### config.mk
export PLATFORM = sky130hd
export DESIGN_NAME = dual_issue_fetch_buffer
export DESIGN_NICKNAME = d
export VERILOG_FILES = /design/src/rtl/dual_issue_fetch_buffer.sv
export SDC_FILE = /design/constraint.sdc
export NUM_CORES = 1
export LEC_CHECK = 0
export BUFFER_PORTS_ARGS = -buffer_cell sky130_fd_sc_hd__buf_2
export CAP_MARGIN = 25
export CORE_AREA = 4 4 148 150
export CTS_BUF_LIST = sky130_fd_sc_hd__clkbuf_4 sky130_fd_sc_hd__clkbuf_8 sky130_fd_sc_hd__clkbuf_16
export DETAILED_ROUTE_END_ITERATION = 16
export DIE_AREA = 0 0 152 154
export PLACE_DENSITY = 0.74
export SLEW_MARGIN = 5
export SYNTH_ARGS = -nofsm -noshare
export SYNTH_HDL_FRONTEND = slang
export SYNTH_SLANG_ARGS = --single-unit
### constraint.sdc
create_clock -name clk_i -period 2.6 [get_ports clk_i]
set_clock_uncertainty 0.1 [all_clocks]
set_input_delay 0.65 -clock clk_i [delete_from_list [all_inputs] [get_ports clk_i]]
set_output_delay 0.65 -clock clk_i [all_outputs]
set_load 0.01 [all_outputs]
### src/rtl/dual_issue_fetch_buffer.sv
// dual_issue_fetch_buffer
// Holds fetched instructions in program order and shows the two oldest entries
// to the dual-issue decoder as an issue pair.
// Ports:
//   clk_i, reset_i       clock, asynchronous active-high reset
//   flush_i              empties the buffer on a PC redirect
//   v_i, instr_i, pc_i   push side (one instruction per cycle), ready_o back
//   v_o, instr_o, pc_o   issue pair, slot 0 oldest; invalid slots show NOP / pc 0
//   yumi_i               decode consumes this cycle
//   single_issue_i       with yumi_i, consume slot 0 only
//   count_o              current occupancy
module dual_issue_fetch_buffer #(
    parameter int unsigned els_p       = 4,
    parameter int unsigned pc_width_p  = 22,
    parameter logic [31:0] nop_instr_p = 32'h0000_0013
) (
    input  logic                          clk_i,
    input  logic                          reset_i,
    input  logic                          flush_i,
    input  logic                          v_i,
    input  logic [31:0]                   instr_i,
    input  logic [pc_width_p-1:0]         pc_i,
    output logic                          ready_o,
    output logic [1:0]                    v_o,
    output logic [31:0]                   instr_o [0:1],
    output logic [pc_width_p-1:0]         pc_o    [0:1],
    input  logic                          yumi_i,
    input  logic                          single_issue_i,
    output logic [$clog2(els_p+1)-1:0]    count_o
);

    localparam int unsigned ptr_w = $clog2(els_p);
    localparam int unsigned cnt_w = $clog2(els_p + 1);

    logic [31:0]           instr_mem [els_p];
    logic [pc_width_p-1:0] pc_mem    [els_p];

    logic [ptr_w-1:0] rd_ptr, wr_ptr, rd_ptr_1;
    logic [cnt_w-1:0] count, count_next;
    logic [1:0]       v;
    logic [1:0]       pop_n;
    logic             ready;
    logic             push;

    // Status decoded from registered occupancy only.
    always_comb begin
        ready = (count != cnt_w'(els_p));
        v[0]  = (count != '0);
        v[1]  = (count >= cnt_w'(2));
    end

    // Handshakes and occupancy update; a pop on an empty buffer is ignored.
    always_comb begin
        push  = v_i & ready & ~flush_i;
        pop_n = 2'd0;
        if (yumi_i && v[0]) begin
            pop_n = (single_issue_i || !v[1]) ? 2'd1 : 2'd2;
        end
        count_next = count + cnt_w'(push) - cnt_w'(pop_n);
    end

    // Pointer and occupancy state; flush wins over push and pop.
    always_ff @(posedge clk_i or posedge reset_i) begin
        if (reset_i) begin
            rd_ptr <= '0;
            wr_ptr <= '0;
            count  <= '0;
        end else if (flush_i) begin
            rd_ptr <= '0;
            wr_ptr <= '0;
            count  <= '0;
        end else begin
            rd_ptr <= rd_ptr + ptr_w'(pop_n);
            if (push) begin
                wr_ptr <= wr_ptr + ptr_w'(1);
            end
            count <= count_next;
        end
    end

    // Storage is left unreset; every read is masked by slot valid.
    always_ff @(posedge clk_i) begin
        if (push) begin
            instr_mem[wr_ptr] <= instr_i;
            pc_mem[wr_ptr]    <= pc_i;
        end
    end

    // Issue pair read from the two oldest entries, wrapping naturally.
    always_comb begin
        rd_ptr_1   = rd_ptr + ptr_w'(1);
        ready_o    = ready;
        v_o        = v;
        count_o    = count;
        instr_o[0] = v[0] ? instr_mem[rd_ptr]   : nop_instr_p;
        pc_o[0]    = v[0] ? pc_mem[rd_ptr]      : '0;
        instr_o[1] = v[1] ? instr_mem[rd_ptr_1] : nop_instr_p;
        pc_o[1]    = v[1] ? pc_mem[rd_ptr_1]    : '0;
    end

    // Decode must not consume from an empty buffer.
    yumi_on_empty_a: assert property (
        @(posedge clk_i) disable iff (reset_i) !(yumi_i && !v[0])
    ) else $error("dual_issue_fetch_buffer: yumi_i asserted while empty");

endmodule
==> metrics <==
status complete, but fails checks; failing checks setup timing; # Max-Cap Violations 0; die height 154 um; Max IR drop VDD between 600 and 700 uV; CTS tree done; PortBufs around 170; first-pass GRT wire length 36600 um; CP Class register to primary output; most common cell after layout, fill and taps aside edfxtp_1; PwrDens around 1100 nW/um2; worst hold path type primary input to register; slack of the critical path -291 ps; DRC 0; Placeable Area between 20000 and 25000 um2; row cnt 53; endpoints failing hold 0; post-DR wirelength/cell around 23 um; post-route ant nets 0; worst slew margin relative to its limit between 70% and 80%; largest net degree at the start of global routing 56; Die Width between 150 and 200 um; Mapped Cells roughly 520; syn_nets about 590; Ports 174; leakage power approximately 4.7 nW; share of cells above drive strength 1 between 50% and 60%; Initial Util roughly 50%; Max Buffers Root-to-Sink 3; Slew Viols, Final 0; Initial DRC Count 420; minimum clock period 2890 ps; CTS clock-pin slew for the worst setup and hold paths ~60 ps; clock root cell clkbuf_16; clk_lat worst skew approximately 500 ps; Critical Path RT ~1900 ps; crit end category primary output; Setup crit start kind register; via count approximately 6000; sequential fraction of the synthesis area around 65%; Inserted Diodes 0; nets@finish about 800; Crit Path Max Fanout 6; setup violators final between 100 and 150; maximum operating frequency between 300 and 400 MHz; drt first pass iters 5; DP Cell Count 960; Yosys Warn Count 0; worst-margin pin slew ~360 ps; commonest cells after routing, fill and taps aside edfxtp_1, buf_2, mux4_2; Final Cycle Share 111%; vias per inst 5.89; Num CTS Buffers 24; post-layout util between 60% and 70%; initial antenna violation count 3; Syn Area/Cell about 20 um2; Worst Hold Slack 257 ps; Pwr Total around 14 mW; Routed WL between 20000 and 25000 um; global route total overflow 0; Worst Hold Depth 1; clock sink count about 220; die footprint about 23000 um2; non-filler cells, final about 1000; R2R depth 9; GPL Wtd Cong between 0.7 and 0.8; Netlist Area Pre-Place 10300 um2; vias in the first global route between 6000 and 7000; Layout Area Growth over Synthesis 29.5%; post-DP HPWL between 10000 and 15000 um; CTS H-tree lvls 1; RSZ-0062 raised after global routing yes; GRT Util Overall 19.8%; Critical Path AT approximately 2100 ps; post-synthesis cell type count 26; #FFs+latches synth 223
## routing by layer
| layer | part of all wire (%) | GRT usage, % |
|---|---|---|
| met5 | 0.14 | 0 |
| met1 | 39 | 25.7 |
| met2 | 52 | 34.8 |
| met3 | 8.0 | 4.48 |
| met4 | 1.2 | 3.94 |
## cell families after synthesis
logic type | after synthesis | share of synthesized area, %
and+or+nand+nor | 128 | 7.65
xor gates and xnor gates | 3 | 0.255
muxes | 109 | 23.7
AOI/OAI and AO/OA | 4 | 0.243
adders and majority gates | 9 | 1.17
buffers and inverters | 47 | 2.31
DFF | 223 | 64.7
## cell type report
| type | instances | area [um2] |
|---|---|---|
| Sequential cell | 223 | 6670 |
| Clock buffer | 32 | 678 |
| Inverter | 11 | 41.3 |
| Tap cell | 275 | 344 |
| Multi-Input combinational cell | 253 | 3610 |
| Timing Repair Buffer | 221 | 1870 |
| Clock inverter | 8 | 121 |
| Fill cell | 1448 | 7350 |
## state kept, by name, summed over array words and instances, names as in the netlist
signal and count:
instr_mem 128, pc_mem 88, count_o 3, wr_ptr 2, rd_ptr 2
## worst paths after layout
kind                                  start  slack (ps)               end
worst min-delay path            instr_i[30]         260  instr_mem[1][30]
worst max register to register   count_o[1]         140        count_o[2]
min in group asynchronous           reset_i         540         rd_ptr[1]
worst max-delay path              rd_ptr[1]        -290        instr_o[5]
worst min register to register    wr_ptr[0]         530         wr_ptr[0]
max in group asynchronous           reset_i        1600         rd_ptr[0]
## synth_stat cells
master | number | area (um2)
nor3b_1 | 3 | 22.5
mux2i_1 | 1 | 10.0
nor3_1 | 2 | 10.0
xor2_1 | 2 | 17.5
buf_4 | 5 | 37.5
nand2b_1 | 2 | 12.5
a21oi_1 | 2 | 10.0
ha_1 | 8 | 100
edfxtp_1 | 216 | 6490
inv_1 | 11 | 41.3
xnor2_1 | 1 | 8.76
o21ba_2 | 1 | 10.0
buf_2 | 16 | 80.1
clkbuf_1 | 12 | 45.0
or2_1 | 6 | 37.5
nand2_1 | 1 | 3.75
buf_6 | 3 | 33.8
mux4_2 | 108 | 2430
or3_1 | 1 | 6.26
fa_1 | 1 | 20.0
dfrtp_1 | 7 | 175
nor2_1 | 4 | 15.0
nor2b_1 | 104 | 651
o21ai_0 | 1 | 5.00
and2_1 | 4 | 25.0
nand3_1 | 1 | 5.00
## worst max-delay path, stage by stage, from the launching register on
cell     delay, ps
dfrtp_4        520
buf_4          150
buf_6          120
buf_16         130
mux4_2         400
nor2b_1        160
buf_2          160
## through the flow
stage               area [um2]  setup WS, ps  TNS (ps)
floorplan                10300          68.8         0
global placement         11700          97.8         0
detailed placement       11700         -27.3     -27.3
CTS                      13000          -321    -27940
global route             13300          -367    -33480
finish                   13300          -291    -25550
## report_power, final
group | switching [mW] | total [mW] | internal, mW
Combinational | 3.05 | 6.31 | 3.26
Clock | 1.29 | 3.41 | 2.12
Sequential | 0.137 | 4.32 | 4.18
## repair_timing
| action | CTS | global route |
|---|---|---|
| resized for setup | 40 | 47 |
| pin swaps | 0 | 0 |
| cloned | 5 | 5 |
| hold endpoints to repair | 7 | 0 |
| hold buffers | 1 | 0 |
| buffers inserted | 11 | 1 |
| endpoints found under the setup margin | 108 | 109 |
Power figures use the tool's default switching activity.
